==> config.mk <==
export PLATFORM = sky130hd
export DESIGN_NAME = trace_arbiter
export DESIGN_NICKNAME = d
export VERILOG_FILES = /design/src/rtl/trace_arbiter_pkg.sv /design/src/rtl/trace_arbiter_fifo.sv /design/src/rtl/trace_arbiter.sv
export SDC_FILE = /design/constraint.sdc
export NUM_CORES = 1
export LEC_CHECK = 0
export BUFFER_PORTS_ARGS = -buffer_cell sky130_fd_sc_hd__buf_2
export CAP_MARGIN = 20
export CORE_MARGIN = 2
export CORE_UTILIZATION = 62
export DETAILED_ROUTE_END_ITERATION = 10
export HOLD_SLACK_MARGIN = 0.08
export PLACE_DENSITY = 0.82
export SLEW_MARGIN = 10
export SYNTH_ARGS = -nofsm -noshare
export SYNTH_HDL_FRONTEND = slang
export SYNTH_SLANG_ARGS = --single-unit
==> constraint.sdc <==
create_clock -name gclk -period 30.3 [get_ports gclk]
set_clock_uncertainty 0.2 [all_clocks]
set_input_delay 3.03 -clock gclk [delete_from_list [all_inputs] [get_ports gclk]]
set_output_delay 3.03 -clock gclk [all_outputs]
set_load 0.01 [all_outputs]
==> src/rtl/trace_arbiter_pkg.sv <==
`default_nettype none
// ============================================================================
// Package : libdbg
// Shared trace record/entry types and widths for the retirement-trace path.
// Rev     : 1.0
// ============================================================================
package libdbg;

  localparam int TS_W  = 48;
  localparam int DROPW = 16;
  localparam int TID_W = 6;

  typedef struct packed {
    logic [TID_W-1:0] tid;
    logic [31:0]      pc;
    logic [31:0]      inst;
    logic             replay;
    logic             annul;
    logic             dma_mode;
    logic             uc_mode;
    logic [3:0]       upc;
  } trace_rec_t;

  typedef struct packed {
    trace_rec_t       rec;
    logic [TS_W-1:0]  ts;
    logic             lost;
  } trace_entry_t;

endpackage
`default_nettype wire

==> src/rtl/trace_arbiter_fifo.sv <==
`default_nettype none
// ============================================================================
// Module : trace_fifo
// Per-pipe synchronous FIFO of timestamped trace entries (wrap-bit pointers).
// Rev    : 1.0
// ============================================================================
module trace_fifo
  import libdbg::*;
#(
  parameter int DEPTH = 4
) (
  input  logic         gclk,
  input  logic         rst,
  input  logic         push,
  input  trace_entry_t din,
  input  logic         pop,
  output trace_entry_t dout,
  output logic         full,
  output logic         empty
);

  localparam int AW = $clog2(DEPTH);

  trace_entry_t r_mem [DEPTH];
  logic [AW:0]  r_wr;
  logic [AW:0]  r_rd;
  logic         w_do_push;
  logic         w_do_pop;

  // A full FIFO still takes a push when the head leaves on the same edge.
  assign w_do_push = push & (~full | pop);
  assign w_do_pop  = pop & ~empty;

  assign empty = (r_wr == r_rd);
  assign full  = (r_wr[AW] != r_rd[AW]) && (r_wr[AW-1:0] == r_rd[AW-1:0]);
  assign dout  = r_mem[r_rd[AW-1:0]];

  always_ff @(posedge gclk) begin
    if (!rst) begin
      r_wr <= '0;
      r_rd <= '0;
    end else begin
      if (w_do_push) r_wr <= r_wr + 1'b1;
      if (w_do_pop)  r_rd <= r_rd + 1'b1;
    end
  end

  always_ff @(posedge gclk) begin
    if (w_do_push) r_mem[r_wr[AW-1:0]] <= din;
  end

endmodule
`default_nettype wire

==> src/rtl/trace_arbiter.sv <==
`default_nettype none
// ============================================================================
// Module : trace_arbiter
// Captures per-pipe retirement records and round-robins them onto one stream.
// Rev    : 1.0
// ============================================================================
module trace_arbiter
  import libdbg::*;
#(
  parameter int NPIPE = 2,
  parameter int DEPTH = 4,
  parameter int TIDW  = 6
) (
  input  logic                        gclk,
  input  logic                        rst,
  input  logic                        cfg_en,
  input  logic                        cfg_drop_replay,
  input  logic                        cfg_drop_annul,
  input  logic                        cfg_clr_drops,
  input  logic [NPIPE-1:0]            in_valid,
  input  trace_rec_t [NPIPE-1:0]      in_rec,
  output logic                        out_valid,
  input  logic                        out_ready,
  output logic [2:0]                  out_pid,
  output trace_rec_t                  out_rec,
  output logic [TS_W-1:0]             out_ts,
  output logic                        out_lost,
  output logic [NPIPE-1:0][DROPW-1:0] drop_cnt
);

  localparam int PW = (NPIPE > 1) ? $clog2(NPIPE) : 1;

  if (TIDW != TID_W) begin : g_tidw_check
    $error("trace_arbiter: TIDW must match libdbg::TID_W");
  end

  logic [TS_W-1:0]  r_ts;
  logic [PW-1:0]    r_rr;
  logic             r_out_valid;
  logic [2:0]       r_out_pid;
  trace_rec_t       r_out_rec;
  logic [TS_W-1:0]  r_out_ts;
  logic             r_out_lost;

  logic [NPIPE-1:0] w_empty;
  logic [NPIPE-1:0] w_full;
  trace_entry_t     w_dout [NPIPE];
  trace_entry_t     w_sel;
  logic [PW-1:0]    w_gnt;
  logic             w_any;
  logic             w_load;

  always_ff @(posedge gclk) begin
    if (!rst) r_ts <= '0;
    else      r_ts <= r_ts + 1'b1;
  end

  // Search order starts just after the last winner.
  always_comb begin
    logic [PW-1:0] v_idx;
    v_idx = '0;
    w_gnt = r_rr;
    w_any = 1'b0;
    for (int i = 1; i <= NPIPE; i++) begin
      v_idx = PW'((int'(r_rr) + i) % NPIPE);
      if (!w_any && !w_empty[v_idx]) begin
        w_any = 1'b1;
        w_gnt = v_idx;
      end
    end
  end

  assign w_load = (~r_out_valid | out_ready) & w_any;
  assign w_sel  = w_dout[w_gnt];

  for (genvar p = 0; p < NPIPE; p++) begin : g_pipe
    logic             w_cap;
    logic             w_pop;
    logic             w_drop;
    logic             w_push;
    trace_entry_t     w_din;
    logic             r_lost;
    logic [DROPW-1:0] r_cnt;

    assign w_cap  = cfg_en & in_valid[p]
                  & ~(cfg_drop_replay & in_rec[p].replay)
                  & ~(cfg_drop_annul  & in_rec[p].annul);
    assign w_pop  = w_load & (w_gnt == PW'(p));
    assign w_drop = w_cap & w_full[p] & ~w_pop;
    assign w_push = w_cap & ~w_drop;
    assign w_din  = '{rec: in_rec[p], ts: r_ts, lost: r_lost};

    trace_fifo #(
      .DEPTH (DEPTH)
    ) u_fifo (
      .gclk  (gclk),
      .rst   (rst),
      .push  (w_push),
      .din   (w_din),
      .pop   (w_pop),
      .dout  (w_dout[p]),
      .full  (w_full[p]),
      .empty (w_empty[p])
    );

    always_ff @(posedge gclk) begin
      if (!rst)        r_lost <= 1'b0;
      else if (w_push) r_lost <= 1'b0;
      else if (w_drop) r_lost <= 1'b1;
    end

    // A clear coinciding with a drop counts that drop.
    always_ff @(posedge gclk) begin
      if (!rst)                         r_cnt <= '0;
      else if (cfg_clr_drops)           r_cnt <= DROPW'(w_drop);
      else if (w_drop && r_cnt != '1)   r_cnt <= r_cnt + 1'b1;
    end

    assign drop_cnt[p] = r_cnt;
  end

  always_ff @(posedge gclk) begin
    if (!rst) begin
      r_out_valid <= 1'b0;
      r_out_pid   <= '0;
      r_out_rec   <= '0;
      r_out_ts    <= '0;
      r_out_lost  <= 1'b0;
      r_rr        <= PW'(NPIPE - 1);
    end else if (w_load) begin
      r_out_valid <= 1'b1;
      r_out_pid   <= 3'(w_gnt);
      r_out_rec   <= w_sel.rec;
      r_out_ts    <= w_sel.ts;
      r_out_lost  <= w_sel.lost;
      r_rr        <= w_gnt;
    end else if (out_ready) begin
      r_out_valid <= 1'b0;
    end
  end

  assign out_valid = r_out_valid;
  assign out_pid   = r_out_pid;
  assign out_rec   = r_out_rec;
  assign out_ts    = r_out_ts;
  assign out_lost  = r_out_lost;

endmodule
`default_nettype wire

; Word-level counts from Yosys, hierarchy flattened
; Memory sizes are Yosys's and may differ from the RTL's. A register that Yosys moved wholly into a read port is not among the register bits.
; Index checks and enable logic that the tools add are counted.
[op_classes]
addsub = 9
n_lt_le_gt_ge = 3
n_eq_ne = 8
n_mux = 25
bitwise_logic = 42
n_reduce_logical = 12
[ops]
columns = operator, count
row1 = $mux W127, 3
row2 = $add A48 B1 Y48 const B, 1
row3 = $add A16 B1 Y16 const B, 2
row4 = $ne A16 B16 Y1 const B, 2
row5 = $and A1 B1 Y1, 23
row6 = $mux W1, 18
row7 = $not A1 Y1, 15
row8 = $add A3 B1 Y3 const B, 4
row9 = $mux W2, 4
row10 = $eq A3 B3 Y1, 2
row11 = $reduce_bool A2 Y1, 3
row12 = $reduce_or A2 Y1, 3
row13 = $logic_and A1 B1 Y1, 5
row14 = $eq A2 B2 Y1, 2
row15 = $lt A1 B2 Y1 const B, 2
row16 = $or A1 B1 Y1, 3
row17 = $add A1 B1 Y1 const B, 2
row18 = $ge A2 B2 Y1 const B, 1
row19 = $ne A1 B1 Y1, 2
row20 = $not A1 Y2, 1
row21 = $logic_not A1 Y1, 1
[word_totals]
regBits = 224
mem_bits_rw = 1016
input_bits = 165
out_inout_bits = 163
word_cells = 125
mem_count = 2
[memory_table]
columns = memory, words, word_bits, rd, rd_ports_with_merged_regs, wr, line_no
row1 = g_pipe[0].u_fifo.r_mem, 4, 127, 1, 1, 1, trace_arbiter_fifo.sv:24  ; trace_entry_t r_mem [DEPTH];
row2 = g_pipe[1].u_fifo.r_mem, 4, 127, 1, 1, 1, trace_arbiter_fifo.sv:24

; Depth between registers and ports, before layout
; Gate-level depths: netlist (run 1).
[depth]
word_depth = 15
ltp_mapped = 8
mapped_depth_nobuf = 6

; Cells and area by module
; From an unflattened synthesis (run 1), not the netlist that was laid out.
[unflattened]
hier_cells = 2494
area_unflattened_um2 = 47663.2
[modules_own_cells]
columns = mod, n_inst, cells_per_inst, area_per_inst_um2, seq_area_each_um2
row1 = trace_fifo, 2, 717, 18771.8, 15414.8
row2 = trace_arbiter, 1, 1060, 10119.7, 4244.1

; Worst setup path before layout (run 1)
; No wires, ideal clock.
[synth_timing]
path_kind = input-to-reg
from = input out_ready
to = memory g_pipe[0].u_fifo.r_mem[3][0] (netlist name), enable pin
setup_ns = 0.768
t_arrival_ns = 12.279
path_slack_ns = 17.053
stages = 4
path_buffers = 1
cell_sequence = nand2b_1 > clkbuf_1 > a21boi_0 > nor3_1
[synth_via]
elab_chain_cells = 10
word_cells_on_any_way = 11
cone_classes = 2 x mux / 9 x bitwise
[synth_rtl]
columns = item, line_no
row1 = from (decl), trace_arbiter.sv:23  ; input logic out_ready,
row2 = $or A1 B1 Y1 (*), trace_arbiter.sv:73  ; assign w_load = (~r_out_valid | out_ready) & w_any;
row3 = $and A1 B1 Y1 (*), trace_arbiter.sv:73
row4 = $and A1 B1 Y1 (*), trace_arbiter.sv:88  ; assign w_pop = w_load & (w_gnt == PW'(p));
row5 = $not A1 Y1, trace_arbiter.sv:89  ; assign w_drop = w_cap & w_full[p] & ~w_pop;
row6 = $and A1 B1 Y1, trace_arbiter.sv:89
row7 = $not A1 Y1, trace_arbiter.sv:90  ; assign w_push = w_cap & ~w_drop;
row8 = $and A1 B1 Y1, trace_arbiter.sv:90
row9 = $and A1 B1 Y1 (*), trace_arbiter_fifo.sv:31  ; assign w_do_push = push & (~full | pop);
row10 = $mux W1 (*), trace_arbiter_fifo.sv:49  ; if (w_do_push) r_mem[r_wr[AW-1:0]] <= din;
row11 = $mux W1 (not written as such) (*), trace_arbiter_fifo.sv:49
row12 = to (decl), trace_arbiter_fifo.sv:24
; Every way passes the cells marked *; elsewhere a longest branch is shown, timed or not.

; Final worst setup path (run 1)
[layout_timing]
from = input out_ready
to = memory g_pipe[0].u_fifo.r_mem[1][65] (netlist name), enable pin
; The elaborated chain is that of the path after synthesis.

==> metrics, run 1 <==
Nets=2997; combinational cell fraction of total power=0.184; arrival time reported for the critical path endpoint=6.39 ns; total negative setup slack=0 ns; Post-DP HPWL=60100 µm; die area=77600 µm²; area grow syn2layout=14.2%; Resized Gates After CTS=0; final clock period utilization by the worst path=0.208; number of instances in the placed design=3668; total I/O pin count=328; antenna violations before repair=29; Seq pwr share=0.466; count of buffers added by post-CTS timing repair for setup=0; remaining max-slew budget at the tightest pin=0.220; Synth cell types=48; number of filler instances in the final layout=4238; upper clock frequency limit=159 MHz; first-pass iteration count of the detailed router=5; die width=279 µm; number of buffers on the longest clock path=3; portion of the post-synthesis area used by sequential elements=0.750; switching power total=1170 µW; top library cells by usage in the layout, fill and taps aside=sky130_fd_sc_hd__edfxtp_1, sky130_fd_sc_hd__buf_2, sky130_fd_sc_hd__mux4_2, sky130_fd_sc_hd__dfxtp_1, sky130_fd_sc_hd__a21oi_1; EDFF count, synth=1016; Req. time, crit path=30.40 ns; global-route congestion overflow total=0; All-Layer GR Usage=0.284; Cell Count, Final, Fillers Out=3915; Power Density=80.0 nW/µm²; post-synthesis sequential element count=1244; proportion of layout cells with a drive suffix above 1=0.277; maximum net fanout on the critical path=52; Vias/cell=6.66; source-to-sink clock delay at the later pin of the worst-skew pair=0.69 ns; Net Sw Frac=0.275; Yosys top cell by area=sky130_fd_sc_hd__edfxtp_1; number of clock sinks=1244; final number of hold-violating endpoints=0; Initial Utilization=0.627; Routed wire per std cell=29.1 µm; startpoint type of the worst setup path=input pin; post-layout minimum cycle time=6.29 ns; number of buffers added by the clock tree synthesis step=115; share of the synthesized area in the top cell type=0.653; first-pass GRT wire length=164000 µm; I/O Buffers=325; internal power=3100 µW; TritonCTS clock tree=yes; clock share of power=0.350; last weighted congestion value of the routability-driven placer=0.847; setup repair after global routing missed its margin=false; number of DRC violations after detailed routing=0; max capacitance violation total=0; leakage power of the design=0.0181 µW; largest net degree at the start of global routing=128; hold bufs inserted after CTS=0; Synth Instances=2483; post-synthesis instance area=46700 µm²; Slew Viols, Final=0; area of the core=74600 µm²; H-tree Lvls=3; Tightest Pin Transition=1.17 ns; Post-synth ARST share=0; total setup violations reported at the end of the flow=0; most frequent standard cell in the layout excluding fill and tap cells=sky130_fd_sc_hd__edfxtp_1; Yosys Warn Count=0; critical path type=input pin to flop; kind of end point of the critical path=flop; CTS Root Buffer Type=sky130_fd_sc_hd__clkbuf_16; vias in the first global route=26335; violation count after the first detailed-routing iteration=3397; run status=completed; DRT Wirelength=114000 µm; Antenna Violating Nets Remaining=0; classification of the worst-slack hold path=flop to flop; height of the die=279 µm; top area cells in the synthesized netlist=sky130_fd_sc_hd__edfxtp_1, sky130_fd_sc_hd__mux4_2, sky130_fd_sc_hd__dfxtp_1; Row Count=100; routed vias=26089; worst vdd ir=0.0553 mV; post-synthesis area per instance=18.8 µm²; flip-flop cell with the highest count after synthesis=sky130_fd_sc_hd__edfxtp_1; clock input transition at the sequential cells of the worst setup and hold paths=0.06 ns
sequential cells by signal (all words and copies together), names as in the netlist, named ones only:
| signal | cells |
|---|---|
| r_ts | 48 |
| out_valid | 1 |
| r_rr | 1 |
| g_pipe.r_lost | 2 |
| g_pipe.u_fifo.r_rd | 6 |
| out_pid | 1 |
| g_pipe.r_cnt | 32 |
| out_lost | 1 |
| g_pipe.u_fifo.r_wr | 6 |
| g_pipe.u_fifo.r_mem | 1016 |
| out_rec | 78 |
| out_ts | 48 |
worst max-delay path, stage by stage:
cell                       delay (ns)
sky130_fd_sc_hd__buf_2           0.09
sky130_fd_sc_hd__nand2b_1        0.38
sky130_fd_sc_hd__a21boi_0        0.32
sky130_fd_sc_hd__nor2_1          0.37
sky130_fd_sc_hd__and2_4          0.81
sky130_fd_sc_hd__buf_4           0.65
sky130_fd_sc_hd__buf_4           0.67
final cells by class:
type                    count  area [µm²]  area share
clock buffers             150        3110      0.0583
repair buffers            355        1940      0.0363
clock inverters            70         822      0.0154
multi-input cells        1087       11100       0.208
well taps                 969        1210      0.0227
flip-flops and latches   1244       35100       0.657
inverters                  16        60.1     0.00112
diodes                     24        60.1     0.00112
per-stage QoR:
| stage | total power (µW) | setup slack, ns | hold slack [ns] | util | area [µm²] |
|---|---|---|---|---|---|
| final | 4270 | 24.01 | 0.308 | 0.716 | 53400 |
| after global routing | 4390 | 23.81 | 0.328 | 0.716 | 53400 |
| after CTS | 4260 | 24.04 | 0.304 | 0.714 | 53300 |
| after detailed placement | 2780 | 23.37 | 0.287 | 0.662 | 49300 |
| after global placement | 2760 | 23.44 | 0.276 | 0.661 | 49300 |
| after floorplan | 2520 | 17.05 | 0.260 | - | 46700 |
synth_stat cells, drive strengths merged, types with 4 or more instances:
master and n:
a21oi 175, and2 10, and3 20, buf 29, clkbuf 108, dfxtp 228
edfxtp 1016, ha 13, inv 15, mux2i 136, mux4 254, nand2 43
nand2b 4, nand3 42, nand4 36, nor2 51, nor3 7, nor4 7
o21a 4, o21ai 148, o31ai 26, or3 19, or4 28, xnor2 13
xor2 22
path summary, 6_finish.rpt:
kind / startpoint / to / slack (ns) / depth (start not counted)
max: out_ready / g_pipe[0].u_fifo.r_mem[1][65]$_DFFE_PP_ / 24.01 / 7
min reg2reg: g_pipe[0].r_cnt[13]$_SDFFE_PP0P_ / g_pipe[0].r_cnt[13]$_SDFFE_PP0P_ / 0.31 / 2
max reg2reg: g_pipe[1].u_fifo.r_wr[0]$_SDFFE_PN0P_ / g_pipe[0].u_fifo.r_mem[1][65]$_DFFE_PP_ / 25.41 / 7
min: g_pipe[0].r_cnt[13]$_SDFFE_PP0P_ / g_pipe[0].r_cnt[13]$_SDFFE_PP0P_ / 0.31 / 2
power by group through the flow:
stage | registers, µW | logic, µW | clock network [µW]
floorplan | 2020 | 504 | 0
global placement | 2020 | 741 | 0
detailed placement | 2020 | 761 | 0
CTS | 1990 | 775 | 1500
global route | 2000 | 832 | 1560
finish | 1990 | 785 | 1490
metal layers:
layer	track usage	wire [µm]
met1	0.377	41600
met2	0.476	58000
met3	0.0557	10600
met4	0.101	3480
met5	0	114
cell families after synthesis:
logic type,synth area share
flip-flops,0.750
multiplexers,0.152
AO/OA/AOI/OAI,0.0431
AND/OR/NAND/NOR,0.0316
buffers and inverters,0.0132
XOR/XNOR,0.00656
adder cells (fa/ha/maj),0.00348
other,0.0000802
(Power assumes the default switching activity.)
==> run 2: changes to the inputs <==
--- a/config.mk
+++ b/config.mk
@@ -5,13 +5,14 @@
 export SDC_FILE = /design/constraint.sdc
 export NUM_CORES = 1
 export LEC_CHECK = 0
+export ABC_AREA = 1
 export BUFFER_PORTS_ARGS = -buffer_cell sky130_fd_sc_hd__buf_2
 export CAP_MARGIN = 20
 export CORE_MARGIN = 2
-export CORE_UTILIZATION = 62
+export CORE_UTILIZATION = 60
 export DETAILED_ROUTE_END_ITERATION = 10
 export HOLD_SLACK_MARGIN = 0.08
-export PLACE_DENSITY = 0.82
+export PLACE_DENSITY = 0.79
 export SLEW_MARGIN = 10
 export SYNTH_ARGS = -nofsm -noshare
 export SYNTH_HDL_FRONTEND = slang
==> constraint.sdc (replaced) <==
create_clock -name gclk -period 5.8 [get_ports gclk]
set_clock_uncertainty 0.2 [all_clocks]
set_input_delay 0.58 -clock gclk [delete_from_list [all_inputs] [get_ports gclk]]
set_output_delay 0.58 -clock gclk [all_outputs]
set_load 0.01 [all_outputs]
==> run 2 against run 1 <==
  * Sequential share of layout area decreased by 4.3 points
  * Largest power group unchanged
  * Final cell count increased by 49%
  * Worst setup slack worse by 22 ns
  * Die area up 8.2%
  * Non-clock buffer count is 167 higher
  * Largest cell class unchanged
  * Final area increased by 7.1%
  * Via count is 34% higher
==> metrics, run 2 <==
clock share of power=0.296 (was 0.350); Yosys top cell by area=sky130_fd_sc_hd__edfxtp_1 (unchanged); first-pass GRT wire length=191000 µm (was 164000 µm); number of buffers on the longest clock path=3 (unchanged); Power Density=483 nW/µm² (was 80.0 nW/µm²); leakage power of the design=0.0202 µW (was 0.0181 µW); count of buffers added by post-CTS timing repair for setup=0 (unchanged); share of the synthesized area in the top cell type=0.623 (was 0.653); Req. time, crit path=5.90 ns (was 30.40 ns); number of buffers added by the clock tree synthesis step=117 (was 115); Seq pwr share=0.391 (was 0.466); Nets=4839 (was 2997); number of DRC violations after detailed routing=0 (unchanged); fin util=0.708 (was 0.716); violation count after the first detailed-routing iteration=3948 (was 3397); final design area excluding fillers=57200 µm² (was 53400 µm²); classification of the worst-slack hold path=input pin to flop (was flop to flop); switching power total=10100 µW (was 1170 µW); worst vdd ir=0.544 mV (was 0.0553 mV); internal power=17500 µW (was 3100 µW); vias in the first global route=34091 (was 26335); number of clock sinks=1244 (unchanged); Yosys Warn Count=0 (unchanged); Row Count=104 (was 100); source-to-sink clock delay at the later pin of the worst-skew pair=0.69 ns (about the same); combinational cell fraction of total power=0.312 (was 0.184); die width=290 µm (was 279 µm); Net Sw Frac=0.364 (was 0.275); top library cells by usage in the layout, fill and taps aside=sky130_fd_sc_hd__edfxtp_1, sky130_fd_sc_hd__nand2_1, sky130_fd_sc_hd__nor2_1, sky130_fd_sc_hd__o21ai_0, sky130_fd_sc_hd__buf_2 (was sky130_fd_sc_hd__edfxtp_1, sky130_fd_sc_hd__buf_2, sky130_fd_sc_hd__mux4_2, sky130_fd_sc_hd__dfxtp_1, sky130_fd_sc_hd__a21oi_1); max capacitance violation total=0 (unchanged); H-tree Lvls=3 (unchanged); routed vias=35004 (was 26089); EDFF count, synth=1016 (unchanged); Initial Utilization=0.607 (was 0.627); maximum net fanout on the critical path=49 (was 52); post-synthesis instance area=49000 µm² (was 46700 µm²); Routed wire per std cell=21.6 µm (was 29.1 µm); Post-DP HPWL=68500 µm (was 60100 µm); Vias/cell=5.99 (was 6.66); Tightest Pin Transition=1.11 ns (was 1.17 ns); TritonCTS clock tree=yes (unchanged); cell area after placement=51300 µm² (was 49300 µm²); total setup violations reported at the end of the flow=0 (unchanged); number of instances in the placed design=5443 (was 3668); reg-to-reg endpoint=g_pipe[0].u_fifo.r_mem[3][33]$_DFFE_PP_ (was g_pipe[0].u_fifo.r_mem[1][65]$_DFFE_PP_); Final Power=27600 µW (was 4270 µW); Post-synth ARST share=0 (unchanged); top post-synthesis cells by count=sky130_fd_sc_hd__edfxtp_1, sky130_fd_sc_hd__nand2_1, sky130_fd_sc_hd__nor2_1 (was sky130_fd_sc_hd__edfxtp_1, sky130_fd_sc_hd__mux4_2, sky130_fd_sc_hd__dfxtp_1); setup repair after global routing missed its margin=false (unchanged); antenna violations before repair=18 (was 29); critical hold path startpoint=rst (was g_pipe[0].r_cnt[13]$_SDFFE_PP0P_); Crit Reg-Reg Startpoint=g_pipe[0].u_fifo.r_wr[1]$_SDFFE_PN0P_ (was g_pipe[1].u_fifo.r_wr[0]$_SDFFE_PN0P_); flip-flop cell with the highest count after synthesis=sky130_fd_sc_hd__edfxtp_1 (unchanged); most frequently used cell type in the post-synthesis netlist=sky130_fd_sc_hd__edfxtp_1 (unchanged); DRT Wirelength=126000 µm (was 114000 µm); proportion of layout cells with a drive suffix above 1=0.131 (was 0.277); most frequent standard cell in the layout excluding fill and tap cells=sky130_fd_sc_hd__edfxtp_1 (unchanged); Synth Instances=4276 (was 2483); post-layout minimum cycle time=4.24 ns; arrival time reported for the critical path endpoint=4.34 ns (was 6.39 ns); All-Layer GR Usage=0.297 (was 0.284); run status=completed (unchanged); final number of hold-violating endpoints=0 (unchanged); Synth cell types=39 (was 48); last weighted congestion value of the routability-driven placer=0.915 (was 0.847); Slew Viols, Final=0 (unchanged); length in cells of the worst reg-to-reg path=12 (was 7); number of flip-flops under the largest register name=1016 (unchanged); largest net degree at the start of global routing=192 (was 128); CTS Root Buffer Type=sky130_fd_sc_hd__clkbuf_16 (unchanged); first-pass iteration count of the detailed router=5 (unchanged); global-route congestion overflow total=0 (unchanged); die area=83900 µm² (was 77600 µm²); post-synthesis sequential element count=1244 (unchanged); portion of the post-synthesis area used by sequential elements=0.716 (was 0.750); Resized Gates After CTS=0 (unchanged); final clock period utilization by the worst path=0.731; worst hold margin=0.233 ns (was 0.308 ns); upper clock frequency limit=236 MHz; slack of the worst reg-to-reg path=1.56 ns (was 25.41 ns); Antenna Violating Nets Remaining=0 (unchanged); kind of end point of the critical path=flop (unchanged); height of the die=290 µm (was 279 µm); critical path type=flop to flop (was input pin to flop); top area cells in the synthesized netlist=sky130_fd_sc_hd__edfxtp_1, sky130_fd_sc_hd__dfxtp_1, sky130_fd_sc_hd__nand2_1 (was sky130_fd_sc_hd__edfxtp_1, sky130_fd_sc_hd__mux4_2, sky130_fd_sc_hd__dfxtp_1); post-synthesis area per instance=11.5 µm² (was 18.8 µm²); worst hold endpoint=r_ts[1]$_SDFF_PN0_ (was g_pipe[0].r_cnt[13]$_SDFFE_PP0P_); hold bufs inserted after CTS=157 (was 0); Cell Count, Final, Fillers Out=5846 (was 3915); total I/O pin count=328 (unchanged); Min-Delay Path Depth=3 (was 2); startpoint type of the worst setup path=flop (was input pin); area of the core=80700 µm² (was 74600 µm²); remaining max-slew budget at the tightest pin=0.258 (was 0.220); clock input transition at the sequential cells of the worst setup and hold paths=0.07 ns (was 0.06 ns); area grow syn2layout=16.7% (was 14.2%); I/O Buffers=325 (unchanged)
## run 2: through the flow
step | setup slack (ns) | TNS, ns
after global placement | 1.61 | 0
after global routing | 1.32 | 0
final | 1.56 | 0
after CTS | 1.58 | 0
after floorplan | -1.48 | -751.52
after detailed placement | 1.51 | 0
## run 2: worst max path at each step
stage | startpoint | depth (start not counted) | end | slack [ns]
2_1_floorplan | g_pipe[1].u_fifo.r_wr[2]$_SDFFE_PN0P_ | 10 | g_pipe[1].u_fifo.r_mem[0][0]$_DFFE_PP_ | -1.48
3_3_place_gp | out_ready | 9 | g_pipe[0].u_fifo.r_mem[3][2]$_DFFE_PP_ | 1.61
3_5_place_dp | out_ready | 9 | g_pipe[0].u_fifo.r_mem[3][5]$_DFFE_PP_ | 1.51
4_1_cts | g_pipe[0].u_fifo.r_wr[1]$_SDFFE_PN0P_ | 12 | g_pipe[0].u_fifo.r_mem[3][4]$_DFFE_PP_ | 1.58
5_1_grt | g_pipe[1].u_fifo.r_wr[1]$_SDFFE_PN0P_ | 12 | g_pipe[0].u_fifo.r_mem[3][35]$_DFFE_PP_ | 1.32
6_report | g_pipe[0].u_fifo.r_wr[1]$_SDFFE_PN0P_ | 12 | g_pipe[0].u_fifo.r_mem[3][33]$_DFFE_PP_ | 1.56
## run 2: final cells by class
cell class | count | area (µm²)
Antenna cell | 20 | 50.0
Clock buffer | 153 | 3200
Clock inverter | 71 | 978
Fill cell | 5277 | 23500
Inverter | 94 | 380
Multi-Input combinational cell | 2682 | 12400
Sequential cell | 1244 | 35100
Tap cell | 1060 | 1330
Timing Repair Buffer | 522 | 3680
## run 2: cell families after synthesis
kind of cell               after synthesis  synth area share
DFF                                   1244             0.716
other                                    1         0.0000766
adders and majority gates               13           0.00332
xor gates and xnor gates                30           0.00567
buffers and inverters                  351            0.0317
AOI/OAI and AO/OA                      988             0.108
and+or+nand+nor                       1649             0.135
## run 2: power groups by stage
stage | logic, µW | clock network [µW] | registers (µW)
floorplan | 5700 | 0 | 10900
global placement | 8090 | 0 | 11000
detailed placement | 8290 | 0 | 11000
CTS | 8470 | 8220 | 10800
global route | 9430 | 8600 | 10900
finish | 8620 | 8180 | 10800
## run 2: routing by layer
metal  part of all wire  global-route usage
met1               0.39               0.396
met2               0.49               0.496
met3              0.090              0.0458
met4              0.030               0.113
met5            0.00021                   0
## run 2: critical path: stages, from the launching register on
cell and delay [ns]:
sky130_fd_sc_hd__dfxtp_1 0.41, sky130_fd_sc_hd__inv_2 0.08, sky130_fd_sc_hd__nand2_1 0.07, sky130_fd_sc_hd__nand2_1 0.09, sky130_fd_sc_hd__nand3_2 0.10, sky130_fd_sc_hd__inv_1 0.05, sky130_fd_sc_hd__nand2_2 0.14, sky130_fd_sc_hd__nand3_2 0.43
sky130_fd_sc_hd__nand2_1 0.31, sky130_fd_sc_hd__nand2_2 0.21, sky130_fd_sc_hd__nor2_4 0.14, sky130_fd_sc_hd__buf_4 0.68, sky130_fd_sc_hd__buf_4 0.79
